===== src/rtl/normal_update_scheduler.sv =====
// normal_update_scheduler
// Decides when the one-cycle UPDATE strobe to the transducer duty/phase/delay
// loader fires. Loads are aligned to the carrier-cycle boundary (SYNC_TICK),
// a FORCE_REQ bypasses that alignment, and the loader is never re-triggered
// before LOAD_CYCLES have elapsed since the previous strobe.
//
// Optional build macro: SYNC_TIMEOUT_EN
//   defined   : ARMED fires on its own after TIMEOUT_CYCLES un-held cycles
//               without a SYNC_TICK, and TIMEOUT_FLAG records it (sticky).
//   undefined : ARMED waits indefinitely; TIMEOUT_FLAG is constant 0 and no
//               wait counter exists.
//
// Handshake: UPDATE_REQ, FORCE_REQ and SYNC_TICK are single-cycle pulses with
// no back-pressure; a pulse is consumed in the cycle it is high and is never
// refused (it is queued or merged). UPDATE is a single-cycle strobe with no
// acknowledge; the loader is assumed busy for LOAD_CYCLES cycles after it.
//
// Observable timing: a decision taken in cycle t shows on the outputs in
// cycle t+1. BUSY reports the state the block was in during the previous
// cycle, so the cycle carrying UPDATE always shows BUSY low.
module normal_update_scheduler #(
    parameter int LOAD_CYCLES    = 504,
    parameter int TIMEOUT_CYCLES = 8192
) (
    input  logic        CLK,
    input  logic        RST,
    input  logic        UPDATE_REQ,
    input  logic        FORCE_REQ,
    input  logic        SYNC_TICK,
    input  logic        HOLD,
    output logic        UPDATE,
    output logic        BUSY,
    output logic        PENDING,
    output logic [15:0] UPDATE_CNT,
    output logic [7:0]  DROP_CNT,
    output logic        TIMEOUT_FLAG
);

    localparam int CW = $clog2(LOAD_CYCLES + 1);
    localparam logic [CW-1:0] LOAD_RELOAD = CW'(LOAD_CYCLES - 1);

    typedef enum logic [1:0] {
        GUARD = 2'd0,
        IDLE  = 2'd1,
        ARMED = 2'd2,
        LOAD  = 2'd3
    } state_t;

    state_t        state;
    logic [CW-1:0] cnt;
    logic          force_flag;

    logic          req;
    logic          drop_sat;
    logic          timeout_hit;
    logic          fire;

    // Any request pulse, plain or forced, is one request for queueing purposes.
    assign req      = UPDATE_REQ | FORCE_REQ;
    assign drop_sat = (DROP_CNT == 8'hFF);

`ifdef SYNC_TIMEOUT_EN
    localparam int WW = $clog2(TIMEOUT_CYCLES + 1);

    logic [WW-1:0] wait_cnt;

    assign timeout_hit = (wait_cnt == WW'(TIMEOUT_CYCLES));

    // Counts un-held cycles spent in ARMED; zero on every ARMED entry.
    always_ff @(posedge CLK) begin
        if (RST || (state != ARMED) || fire) begin
            wait_cnt <= '0;
        end else if (!HOLD) begin
            wait_cnt <= wait_cnt + WW'(1);
        end
    end
`else
    logic unused_timeout_param;

    assign timeout_hit          = 1'b0;
    assign unused_timeout_param = (TIMEOUT_CYCLES > 0);
    assign TIMEOUT_FLAG         = 1'b0;
`endif

    // A queued request fires only from ARMED, never while HOLD is high.
    // A SYNC_TICK arriving during HOLD is simply lost.
    assign fire = (state == ARMED) && !HOLD &&
                  (force_flag || SYNC_TICK || timeout_hit);

    // Scheduler state machine with all outputs registered.
    always_ff @(posedge CLK) begin
        if (RST) begin
            // GUARD drains a load that may still be in flight: the loader
            // has no reset of its own.
            state      <= GUARD;
            cnt        <= LOAD_RELOAD;
            UPDATE     <= 1'b0;
            BUSY       <= 1'b1;
            PENDING    <= 1'b0;
            force_flag <= 1'b0;
            UPDATE_CNT <= 16'd0;
            DROP_CNT   <= 8'd0;
`ifdef SYNC_TIMEOUT_EN
            TIMEOUT_FLAG <= 1'b0;
`endif
        end else begin
            UPDATE <= 1'b0;
            BUSY   <= (state == GUARD) || (state == LOAD);

            case (state)
                GUARD, LOAD: begin
                    // Loader is (or may be) busy: queue requests, merge extras.
                    if (cnt != '0) begin
                        cnt <= cnt - CW'(1);
                    end
                    if (req) begin
                        PENDING <= 1'b1;
                        if (FORCE_REQ) begin
                            force_flag <= 1'b1;
                        end
                        if (PENDING && !drop_sat) begin
                            DROP_CNT <= DROP_CNT + 8'd1;
                        end
                    end
                    if (cnt == '0) begin
                        state <= (PENDING || req) ? ARMED : IDLE;
                    end
                end

                IDLE: begin
                    // A SYNC_TICK in the request cycle is not used: the
                    // request only becomes eligible from the next cycle.
                    if (req) begin
                        PENDING    <= 1'b1;
                        force_flag <= FORCE_REQ;
                        state      <= ARMED;
                    end
                end

                ARMED: begin
                    if (fire) begin
                        UPDATE     <= 1'b1;
                        UPDATE_CNT <= UPDATE_CNT + 16'd1;
                        cnt        <= LOAD_RELOAD;
                        state      <= LOAD;
                        // A request landing on the fire cycle becomes the
                        // next pending one rather than a drop.
                        PENDING    <= req;
                        force_flag <= FORCE_REQ;
`ifdef SYNC_TIMEOUT_EN
                        if (timeout_hit && !force_flag && !SYNC_TICK) begin
                            TIMEOUT_FLAG <= 1'b1;
                        end
`endif
                    end else if (req) begin
                        if (!drop_sat) begin
                            DROP_CNT <= DROP_CNT + 8'd1;
                        end
                        if (FORCE_REQ) begin
                            force_flag <= 1'b1;
                        end
                    end
                end

                default: begin
                    state <= GUARD;
                    cnt   <= LOAD_RELOAD;
                end
            endcase
        end
    end

endmodule


===== config.mk =====
export PLATFORM = sky130hd
export DESIGN_NAME = normal_update_scheduler
export DESIGN_NICKNAME = d
export VERILOG_FILES = /design/src/rtl/normal_update_scheduler.sv
export SDC_FILE = /design/constraint.sdc
export NUM_CORES = 1
export LEC_CHECK = 0
export BUFFER_PORTS_ARGS = -buffer_cell sky130_fd_sc_hd__buf_2
export CAP_MARGIN = 10
export CORE_ASPECT_RATIO = 1.1
export CORE_UTILIZATION = 35
export CTS_CLUSTER_SIZE = 8
export DETAILED_ROUTE_END_ITERATION = 8
export PLACE_DENSITY = 0.65
export SLEW_MARGIN = 5
export SYNTH_ARGS = -nofsm -noshare
export SYNTH_HDL_FRONTEND = slang
export SYNTH_SLANG_ARGS = --single-unit

===== constraint.sdc =====
create_clock -name CLK -period 4.3 [get_ports CLK]
set_input_delay 0 -clock CLK [delete_from_list [all_inputs] [get_ports CLK]]
set_output_delay 0 -clock CLK [all_outputs]
set_load 0.005 [all_outputs]

* Word level (Yosys, flattened, before mapping) *
Index checks and enable logic that the tools add are counted.

storage, ports and cells
  flip-flop bits (word level) = 39
  input bits = 6
  output and inout port bits = 28
  logic and storage cells = 70

operators by class
  $add $sub $neg = 3
  eq/ne operators = 14
  mux-type cells = 23
  bitwise operators = 2
  reductions and logical operators = 20

operators with widths
  operator                                              count
  2-to-1 mux 8 bit                                      5
  2-to-1 mux 9 bit                                      2
  inequality test 2 bit (second input constant)         9
  case mux 9 bit (2 select lines)                       1
  adder 16 x 1 -> 16 bit (second input constant)        1
  case mux 8 bit (2 select lines)                       1
  zero test 9 bit                                       1
  nonzero test 9 bit                                    1
  subtractor 9 x 1 -> 9 bit (second input constant)     1
  adder 8 x 1 -> 8 bit (second input constant)          1
  equality test 8 bit (second input constant)           1
  2-to-1 mux 2 bit                                      4
  2-to-1 mux 1 bit                                      7
  case mux 2 bit (3 select lines)                       1
  AND reduction 3 bit                                   2
  AND reduction 6 bit                                   1
  equality test 2 bit (second input constant)           2
  AND reduction 2 bit                                   2
  OR reduction 2 bit                                    2
  logical AND 1 bit                                     3
  logical OR 1 bit                                      3
  case mux 1 bit (3 select lines)                       1
  OR reduction 3 bit                                    1
  equality test 2 x 1 -> 1 bit (second input constant)  1
  7 further kinds                                       8

* Longest topological paths before layout *
Gate-level depths: netlist of the first run.

  word-level depth = 6
  depth in mapped cells = 7
  gate-level depth less buffers = 6

* Worst setup path before layout of the first run *
OpenSTA, ideal clock, no wires.

  path kind = register -> register
  from = reg state[0]
  to = reg DROP_CNT[7]
  library setup time = 0.123 ns
  arrival = 1.686 ns
  data required time = 4.177 ns
  setup slack = 2.491 ns
  cell stages (with the launch flop) = 7
  path buffers = 0
  period minus slack after synthesis = 1.809 ns
  cells stage by stage = dfxtp_1 > inv_1 > ha_1 > mux2_1 > o21ai_2 > nor4b_1 > mux2_1

on the way
  longest elaborated chain between the ends = 5
  elaborated cells on any way between the ends = 14
  those cells by class = eq/ne (7); mux (1); reduce/logical (6)

ends and longest elaborated chain
  what                             RTL line  source
  start, declared                  49        state_t state;
  start signal, assigned           126       state <= (PENDING || req) ? ARMED : IDLE;
  equality test 2 bit              87, 110
  logical AND 1 bit (2 in series)  87        assign fire = (state == ARMED) && !HOLD &&
  inequality test 2 bit (no line)  --
  AND reduction 6 bit (no line)    --
  end signal, assigned             122       DROP_CNT <= DROP_CNT + 8'd1;
  end signal, assigned             157       DROP_CNT <= DROP_CNT + 8'd1;
  end, declared                    35        output logic [7:0] DROP_CNT,

Several ways; a longest one is shown, not always the timed one.
A chain may end at the register's enable or synchronous reset.

* Worst setup path after layout of the first run *
Same ends and word-level chain as after synthesis.

==> metrics.txt, run 1 <==
ys async rst share 0%; Layout Skew 0.00684 ns; Yosys top cell by area dfxtp_1; Fin. Hold Viols 0; setup repair after global routing missed its margin false; top post-synthesis cells by area dfxtp_1 37%, nor2_1 4.3%, a21oi_1 4.0%; Total Wirelength 4530 um; Seq/Total Area, Yosys 37.0%; full die area 6350 um^2; cells after synthesis 245; Fmax 427 MHz; PD cells 352 nW/um^2; H-Tree Depth 2; Util after Layout 41.6%; CP Class flip-flop to flip-flop; Post-synth EDFFs 0; largest net degree at the start of global routing 50; critical path required time 4.47 ns; Top FF cell, synth dfxtp_1; Vias/cell 5.34; Worst path max stage delay 0.69 ns; DRT antenna net count 0; setup violators final 0; maxcap violations 0; Post-CTS Resized 0; DP HPWL 3160 um; part of the cycle the worst path needs 54.5%; CP Max Fanout 23; clock latency on the worst-skew pair 0.28 ns; Period minus WS final 2.34 ns; critical path capture point type flip-flop; vias in the first global route 1,722; io pins 34; CP top delay family adder cells; Filler cells 626; Pleak 0.987 nW; Setup Buffers After CTS 0; final hold slack 0.0285 ns; crit-path most repeated cell mux2_1; Die Wd 76.1 um; port bufs 32; Syn Std Cell Area 2110 um^2; most frequent cell after synthesis dfxtp_1; top-area cell type share of the netlist area 37.0%; synth warn 0; Initial Utilization 36.4%; R2R Setup Slk 1.96 ns; GRT Resource Usage Total 15.0%; crit-path cells inv_1, ha_1, mux2_1, o21ai_2, nor4b_1, mux2_1; setup TNS 0 ns; top cells by count, synth 39 x dfxtp_1, 24 x nor2_1, 18 x nand2_1; Max clock buf depth 2; Pins Over Slew Limit 0; DRC 0; worst-margin pin slew 0.892 ns; Die H 83.5 um; 1st-pass router iterations 4; GRT overflow 0; cts hold-fix bufs 0; DR vias 1,869; row count 29; # clock sinks 39; Root Driver clkbuf_8; total CTS buffers 5; P&R area growth vs syn 14.5%; maximum VDD drop 172 uV; CP arrival 2.51 ns; Syn Nets 256; Wirelength per Cell 12.9 um; Final #Nets 284; worst path bufs/invs 1; Mean Syn Cell Area 8.62 um^2; antenna cells 0; global-route wire length before repair 7800 um; GPL Wtd Cong 0.814; run status finished, final reports clean; CP max-delay cell ha_1; layout cell share with drive strength beyond 1 17.6%; Unique masters post-synth 58; TritonCTS clock tree done; Slew HR 40.6%; Seq cells post-synth 39; Clock transition at path regs 0.08 ns; DR iter-0 viols 83; Critical Path Start Type flip-flop; initial antenna violation count 0; Core ar. 5810 um^2; worst hold path class input pin to flip-flop
-- metrics by stage --
step                area, um^2  setup WS (ns)  cells  total power, W
floorplan                 2110           2.49    245        0.000531
global placement          2310           2.06    343        0.000565
detailed placement        2310           2.02    343        0.000568
CTS                       2420           1.99    350        0.000862
global route              2420           1.80    350        0.000901
finish                    2420           1.96    350        0.000850
-- layout make-up --
type | instances | area, um^2 | share of cell area (%)
clock buffers | 6 | 72.6 | 3.00
clock inverters | 1 | 30.0 | 1.24
inverters | 9 | 33.8 | 1.40
multi-input cells | 186 | 1240 | 51.4
flip-flops and latches | 39 | 781 | 32.3
well taps | 77 | 96.3 | 3.99
repair buffers | 32 | 160 | 6.63
-- flip-flops by register name, indices dropped and copies added (netlist names) --
signal,flops
UPDATE_CNT,16
cnt,9
DROP_CNT,8
state,2
BUSY,1
PENDING,1
UPDATE,1
force_flag,1
-- cells by family after synthesis --
logic type,Yosys count,share of synthesized area (%)
XOR/XNOR,7,2.90
AO/OA/AOI/OAI,52,16.4
multiplexers,11,5.63
buffers and inverters,20,4.15
flip-flops,39,37.0
AND/OR/NAND/NOR,110,30.8
adder cells (fa/ha/maj),5,2.96
other,1,0.178
-- worst register-to-register path, stage by stage, from the launching register on --
cell and delay [ns]:
dfxtp_1 0.33, inv_1 0.06, ha_1 0.69, mux2_1 0.28, o21ai_2 0.13, nor4b_1 0.40, mux2_1 0.35
-- power by group --
group          switching (W)  total, W  internal, W
registers          0.0000200  0.000402     0.000382
logic              0.0000970  0.000156    0.0000595
clock network       0.000122  0.000292     0.000170
total               0.000239  0.000850     0.000612
-- cells in the final DEF (no fill, tap or decap), types with 8 or more instances in the layout --
master	instances
a21oi_1	17
buf_2	32
dfxtp_1	39
inv_1	9
nand2_1	18
nand4_1	11
nor2_1	24
nor2b_1	9
o21ai_1	8
-- per-layer routing --
metal	share of wire [%]	track usage (%)	up-vias
li1	-	-	940
met1	48	18.4	868
met2	47	25.8	55
met3	4.6	3.50	6
met4	1.2	4.90	0
met5	0	0	-
-- worst paths after layout --
kind,from,to,cells past startpoint
max reg2reg,state[0],DROP_CNT[7],6
max,state[0],DROP_CNT[7],6
min,FORCE_REQ,force_flag,3
min reg2reg,UPDATE_CNT[15],UPDATE_CNT[15],2
Note: power is estimated with default switching activity, not from simulation.
==> run 2, diff against run 1 <==
--- a/config.mk
+++ b/config.mk
@@ -5,6 +5,7 @@
 export SDC_FILE = /design/constraint.sdc
 export NUM_CORES = 1
 export LEC_CHECK = 0
+export ABC_AREA = 1
 export BUFFER_PORTS_ARGS = -buffer_cell sky130_fd_sc_hd__buf_2
 export CAP_MARGIN = 10
 export CORE_ASPECT_RATIO = 1.1
==> constraint.sdc (replaced) <==
create_clock -name CLK -period 2.2 [get_ports CLK]
set_input_delay 0 -clock CLK [delete_from_list [all_inputs] [get_ports CLK]]
set_output_delay 0 -clock CLK [all_outputs]
set_load 0.005 [all_outputs]
==> run 2 against run 1 <==
Net effect:
- die area is 0.11% higher
- combinational power grew to 4.0 times the previous value
- fmax is 29% higher
- non-clock buffer count is 2 higher
- sequential share of layout area is 0.10 points lower
- cell count is 23% higher
- sequential cell count stayed put
==> metrics.txt, run 2 <==
run status finished, final reports clean; Core ar. 5810 um^2 (unchanged); P&R area growth vs syn 14.7%; number of flip-flops in the largest register 16 (unchanged); H-Tree Depth 2 (unchanged); Initial Utilization 36.4% (+0.043 points); Setup Buffers After CTS 0 (unchanged); Top reg by flops UPDATE_CNT; Seq pwr share 44.4% (-2.9 points); Layout Skew 0.00682 ns (-0.0000244 ns); HP Start FORCE_REQ; ys async rst share 0% (unchanged); CP arrival 1.99 ns (-0.52 ns); DP HPWL 3320 um (+5.0%); WL met3 151 um (-28%); Pins Over Slew Limit 0 (unchanged); maxcap violations 0 (unchanged); Period minus WS final 1.81 ns (-0.530 ns); critical path capture point type flip-flop; setup repair after global routing missed its margin false; final instance area 2420 um^2 (+0.31%); initial antenna violation count 0 (unchanged); Pleak 1.11 nW (+12%); setup TNS 0 ns (unchanged); Fmax 552 MHz (+29%); Unique masters post-synth 29 (-50%); CP Class flip-flop to flip-flop; maximum VDD drop 282 uV (+63%); cells after synthesis 318 (+30%); Mean Syn Cell Area 6.65 um^2 (-23%); io pins 34 (unchanged); setup violators final 0 (unchanged); Seq/Total Area, Yosys 36.9% (-0.044 points); full die area 6360 um^2 (+0.11%); antenna cells 0 (unchanged); Wirelength per Cell 10.6 um (-18%); Total Wirelength 4540 um (+0.18%); Vias/cell 4.73 (-12%); port bufs 32 (unchanged); # clock sinks 39 (unchanged); top-area cell type share of the netlist area 36.9% (-0.044 points); Slew HR 61.8% (+21 points); most frequent cell after synthesis nand2_1; TritonCTS clock tree done; Psw 0.000724 W (+200%); PD cells 816 nW/um^2 (+130%); Gate power share 31.9% (+14 points); DRT antenna net count 0 (unchanged); total CTS buffers 5 (unchanged); wire length on met2 2080 um (-1.1%); Post-synth EDFFs 0 (unchanged); global-route wire length before repair 7940 um (+1.8%); cts hold-fix bufs 0 (unchanged); top post-synthesis cells by area dfxtp_1 37%, nand2_1 14%, nand3_1 9.2%; GRT overflow 0 (unchanged); Internal 0.00126 W (+110%); layout cell share with drive strength beyond 1 16.1% (-1.4 points); CP max-delay cell ha_1; DR iter-0 viols 93 (+12%); part of the cycle the worst path needs 82.4% (+28 points); Final #Nets 363 (+28%); clock network fraction of design power 23.7% (-11 points); largest net degree at the start of global routing 18 (-64%); final hold slack 0.0356 ns (+0.00712 ns); DRC 0 (unchanged); DR vias 2,032 (+8.7%); Syn Std Cell Area 2110 um^2 (+0.12%); critical path required time 2.38 ns (-2.09 ns); GRT Resource Usage Total 15.5% (+0.50 points); worst hold path class input pin to flip-flop; Die Wd 76.1 um (about the same); 1st-pass router iterations 4 (unchanged); worst-margin pin slew 0.573 ns (-0.319 ns); Routed met1 length 2220 um (+2.7%); Critical Path Start Type flip-flop; r2r startpoint state[0]; Post-CTS Resized 0 (unchanged); crit-path most repeated cell nor2_1; Fin. Hold Viols 0 (unchanged); clock latency on the worst-skew pair 0.29 ns (about the same); R2R Setup Slk 0.39 ns (-1.57 ns); Root Driver clkbuf_8; synth warn 0 (unchanged); Seq cells post-synth 39 (unchanged); row count 29 (unchanged); most frequent cells in the layout 81 x nand2_1, 44 x nor2_1, 39 x dfxtp_1, 39 x nand3_1, 35 x inv_1; worst path bufs/invs 3 (+2); Yosys top cell by area dfxtp_1; Max clock buf depth 2 (unchanged); Worst path max stage delay 0.35 ns (-0.34 ns); GPL Wtd Cong 0.814 (about the same); CP Max Fanout 7 (-70%); Syn Nets 329 (+29%); top cells by count, synth 81 x nand2_1, 44 x nor2_1, 39 x dfxtp_1, 39 x nand3_1, 35 x inv_1; Top FF cell, synth dfxtp_1; crit-path cells inv_1, ha_1, inv_1, nor2_1, nor2_1, nand2_2, nor2_2, buf_4, nand3_2, nand2_1, nor2_1; Crit. Startpoint state[0]; Util after Layout 41.8% (+0.13 points); Clock transition at path regs 0.08 ns (about the same); Regs by FF count UPDATE_CNT: 16 flops, cnt: 9 flops, DROP_CNT: 8 flops; vias in the first global route 1,838 (+6.7%); Die H 83.5 um (about the same); max layer used met4; Placement Cell Area 2340 um^2 (+1.2%); CP top delay family simple AND/OR/NAND/NOR gates; Net Sw Frac 36.6% (+8.5 points); most common cell after layout, fill and taps aside nand2_1
-- run 2: routing by layer --
metal	vias to the layer above	global-route usage (%)
met5	-	0
met4	0	6.47
met3	8	4.26
met2	33	25.5
met1	907	19.1
li1	1084	-
-- run 2: cell families after synthesis --
group                    Yosys count  synth area share (%)
flip-flops                        39                  36.9
other                              1                 0.177
adder cells (fa/ha/maj)            5                  2.96
XOR/XNOR                           4                  1.66
AO/OA/AOI/OAI                     35                  8.52
buffers and inverters             46                  9.05
AND/OR/NAND/NOR                  188                  40.7
-- run 2: layout make-up --
cell class / instances / area [um^2]
inverter: 39 / 149
clock inverter: 1 / 5.00
sequential: 39 / 781
multi-input combinational: 233 / 1140
tap: 77 / 96.3
timing repair buffer: 34 / 175
clock buffer: 7 / 76.3
fill: 633 / 3380
-- run 2: final timing paths --
check                              endpoint  depth (start not counted)
worst min-delay path             force_flag                          3
worst max register to register  DROP_CNT[7]                         11
worst min register to register     state[1]                          2
worst max-delay path            DROP_CNT[7]                         11
-- run 2: worst reg2reg max path, delay by kind of cell (launching register included) --
family                     cells  cell delay, ns
buffers and inverters          3            0.37
DFF                            1            0.34
and+or+nand+nor                7            0.63
adders and majority gates      1            0.35
-- run 2: power by group through the flow --
stage	clock, W	combinational, W	sequential (W)
after CTS	0.000487	0.000637	0.000879
after detailed placement	0	0.000634	0.000894
final	0.000470	0.000631	0.000879
after global placement	0	0.000626	0.000892
after global routing	0.000516	0.000742	0.000893
after floorplan	0	0.000516	0.000880
-- run 2: metrics by stage --
| step | total power (W) | setup WS, ns | instances |
|---|---|---|---|
| after global routing | 0.00215 | 0.176 | 430 |
| after floorplan | 0.00140 | 0.636 | 318 |
| final | 0.00198 | 0.388 | 430 |
| after global placement | 0.00152 | 0.448 | 422 |
| after detailed placement | 0.00153 | 0.383 | 422 |
| after CTS | 0.00200 | 0.379 | 430 |
==> run 3, diff against run 2 <==
--- a/config.mk
+++ b/config.mk
@@ -12,7 +12,7 @@
 export CORE_UTILIZATION = 35
 export CTS_CLUSTER_SIZE = 8
 export DETAILED_ROUTE_END_ITERATION = 8
-export PLACE_DENSITY = 0.65
+export PLACE_DENSITY = 0.67
 export SLEW_MARGIN = 5
 export SYNTH_ARGS = -nofsm -noshare
 export SYNTH_HDL_FRONTEND = slang
==> constraint.sdc (replaced) <==
create_clock -name CLK -period 1.61 [get_ports CLK]
set_input_delay 0 -clock CLK [delete_from_list [all_inputs] [get_ports CLK]]
set_output_delay 0 -clock CLK [all_outputs]
set_load 0.005 [all_outputs]
==> run 3 against run 2 <==
Net effect:
- worst setup slack worse by 0.27 ns
- clock-buffer cell count is 1 lower
- non-clock buffer count rose by 25
- fmax up 22%
- sequential power is 38% higher
- global-route usage rose by 0.45 points
- wire length is 9.5% higher
- total power rose by 63%
- clock skew hardly changed
- cell area is 13% higher
==> metrics.txt, run 3 (synthesis gave the netlist of run 2 again) <==
maxcap violations 0 (unchanged); most frequent cells in the layout 79 x nand2_1, 39 x nand3_1, 38 x nor2_1; r2r startpoint state[0]; CP top delay family buffers and inverters; DP HPWL 3570 um (+7.6%); initial antenna violation count 0 (unchanged); row count 29 (unchanged); Die H 83.5 um (unchanged); crit-path cells inv_2, ha_4, buf_4, buf_4, inv_2, nor2_2, inv_2, nand3_2, nand2_1, nand3_1; Seq pwr share 37.5% (-6.9 points); DR iter-0 viols 89 (-4.3%); Pins Over Slew Limit 0 (unchanged); CP Max Fanout 9 (+2); Root Driver clkbuf_8; vias in the first global route 1,885 (+2.6%); GPL Wtd Cong 0.817 (+0.36%); antenna cells 0 (unchanged); full die area 6360 um^2 (unchanged); Crit. Startpoint state[0]; global-route wire length before repair 8290 um (+4.5%); 1st-pass router iterations 4 (unchanged); P&R area growth vs syn 29.2%; layout cell share with drive strength beyond 1 26.5% (+10 points); Period minus WS final 1.49 ns (-0.324 ns); setup violators final 0 (unchanged); Regs by FF count UPDATE_CNT: 16 flops, cnt: 9 flops, DROP_CNT: 8 flops; # clock sinks 39 (unchanged); Layout Skew 0.00672 ns (-0.000105 ns); final setup margin 0.123 ns (-0.266 ns); TritonCTS clock tree done; largest net degree at the start of global routing 16 (-2); clock network fraction of design power 26.6% (+2.9 points); run status finished, final reports clean; part of the cycle the worst path needs 92.4% (+10 points); GRT overflow 0 (unchanged); total CTS buffers 5 (unchanged); io pins 34 (unchanged); Vias/cell 4.65 (-1.6%); Gate power share 35.8% (+3.9 points); Setup WS pre-CTS -0.0663 ns (-0.449 ns); Worst path depth 10 (-1); Post-Place Cells 439 (+4.0%); cts hold-fix bufs 0 (unchanged); CP arrival 1.67 ns (-0.32 ns); critical path capture point type flip-flop; worst path bufs/invs 5 (+2); crit-path most repeated cell inv_2; Final #Nets 388 (+6.9%); DR vias 2,115 (+4.1%); Critical Path Start Type flip-flop; Worst path max stage delay 0.34 ns (about the same); Top reg by flops UPDATE_CNT; DRT antenna net count 0 (unchanged); port bufs 32 (unchanged); H-Tree Depth 2 (unchanged); Psw 0.00110 W (+52%); CP Class flip-flop to flip-flop; DRC 0 (unchanged); most common cell after layout, fill and taps aside nand2_1; Initial Utilization 36.4% (unchanged); Total Wirelength 4970 um (+9.5%); worst hold path class input pin to flip-flop; Setup crit end cnt[5]; PD cells 1180 nW/um^2 (+44%); clock latency on the worst-skew pair 0.29 ns (about the same); Clock transition at path regs 0.08 ns (about the same); Pwr Total 0.00322 W (+63%); final std cells w/o fill 455 (+5.8%); maximum VDD drop 447 uV (+59%); worst r2r path cells 10 (-1); GRT Resource Usage Total 15.9% (+0.45 points); Fin. Hold Viols 0 (unchanged); Internal 0.00212 W (+69%); Max clock buf depth 2 (unchanged); Fmax 672 MHz (+22%); critical path required time 1.79 ns (-0.59 ns); Die Wd 76.1 um (unchanged); Pleak 1.27 nW (+14%); number of flip-flops in the largest register 16 (unchanged); final hold slack 0.0213 ns (-0.0143 ns); Core ar. 5810 um^2 (unchanged); R2R Setup Slk 0.12 ns (-0.27 ns); setup repair after global routing missed its margin true; Util after Layout 47.0% (+5.3 points); Wirelength per Cell 10.9 um (+3.5%); Critical R2R Capture cnt[5]; Net Sw Frac 34.2% (-2.4 points); CP max-delay cell dfxtp_2
## run 3: final cells by class
class,count,area [um^2]
fillers,581,3070
multi-input cells,233,1200
clock inverters,2,35.0
clock buffers,6,82.6
inverters,39,149
flip-flops and latches,39,783
well taps,77,96.3
repair buffers,59,387
## run 3: layer usage
layer | global-route usage, % | share of wire, % | vias up
li1 | - | - | 1130
met1 | 20.4 | 46 | 946
met2 | 26.7 | 50 | 33
met3 | 2.95 | 2.7 | 6
met4 | 5.94 | 1.4 | 0
met5 | 0 | 0 | -
## run 3: repair_timing
item | in CTS | in global routing
pin swaps | 2 | 9
setup endpoints to repair | 9 | 24
setup buffers | 2 | 7
gates resized for setup | 5 | 17
## run 3: worst min-delay path by stage
stage,to,slack [ns],cells after the start,startpoint
3_5_place_dp,force_flag,0.33,3,FORCE_REQ
6_report,force_flag,0.02,3,FORCE_REQ
5_1_grt,force_flag,0.03,3,FORCE_REQ
3_3_place_gp,force_flag,0.33,3,FORCE_REQ
4_1_cts,force_flag,0.01,3,FORCE_REQ
2_1_floorplan,force_flag,0.17,2,FORCE_REQ
## run 3: power groups by stage
stage | clock [W] | sequential [W] | combinational [W]
2_1_floorplan | 0 | 0.00120 | 0.000705
3_3_place_gp | 0 | 0.00122 | 0.00101
3_5_place_dp | 0 | 0.00122 | 0.00103
4_1_cts | 0.000883 | 0.00120 | 0.00105
5_1_grt | 0.000923 | 0.00123 | 0.00129
6_report | 0.000856 | 0.00121 | 0.00115
## run 3: worst min-delay path, cell delays in order
cell and delay [ns]:
buf_2 0.12, o21ai_0 0.07, a31oi_1 0.08
## run 3: stage by stage
stage	instance area (um^2)	TNS (ns)
3_3_place_gp	2470	0
5_1_grt	2730	-0.0170
4_1_cts	2620	0
2_1_floorplan	2110	0
3_5_place_dp	2470	-0.359
6_report	2730	0
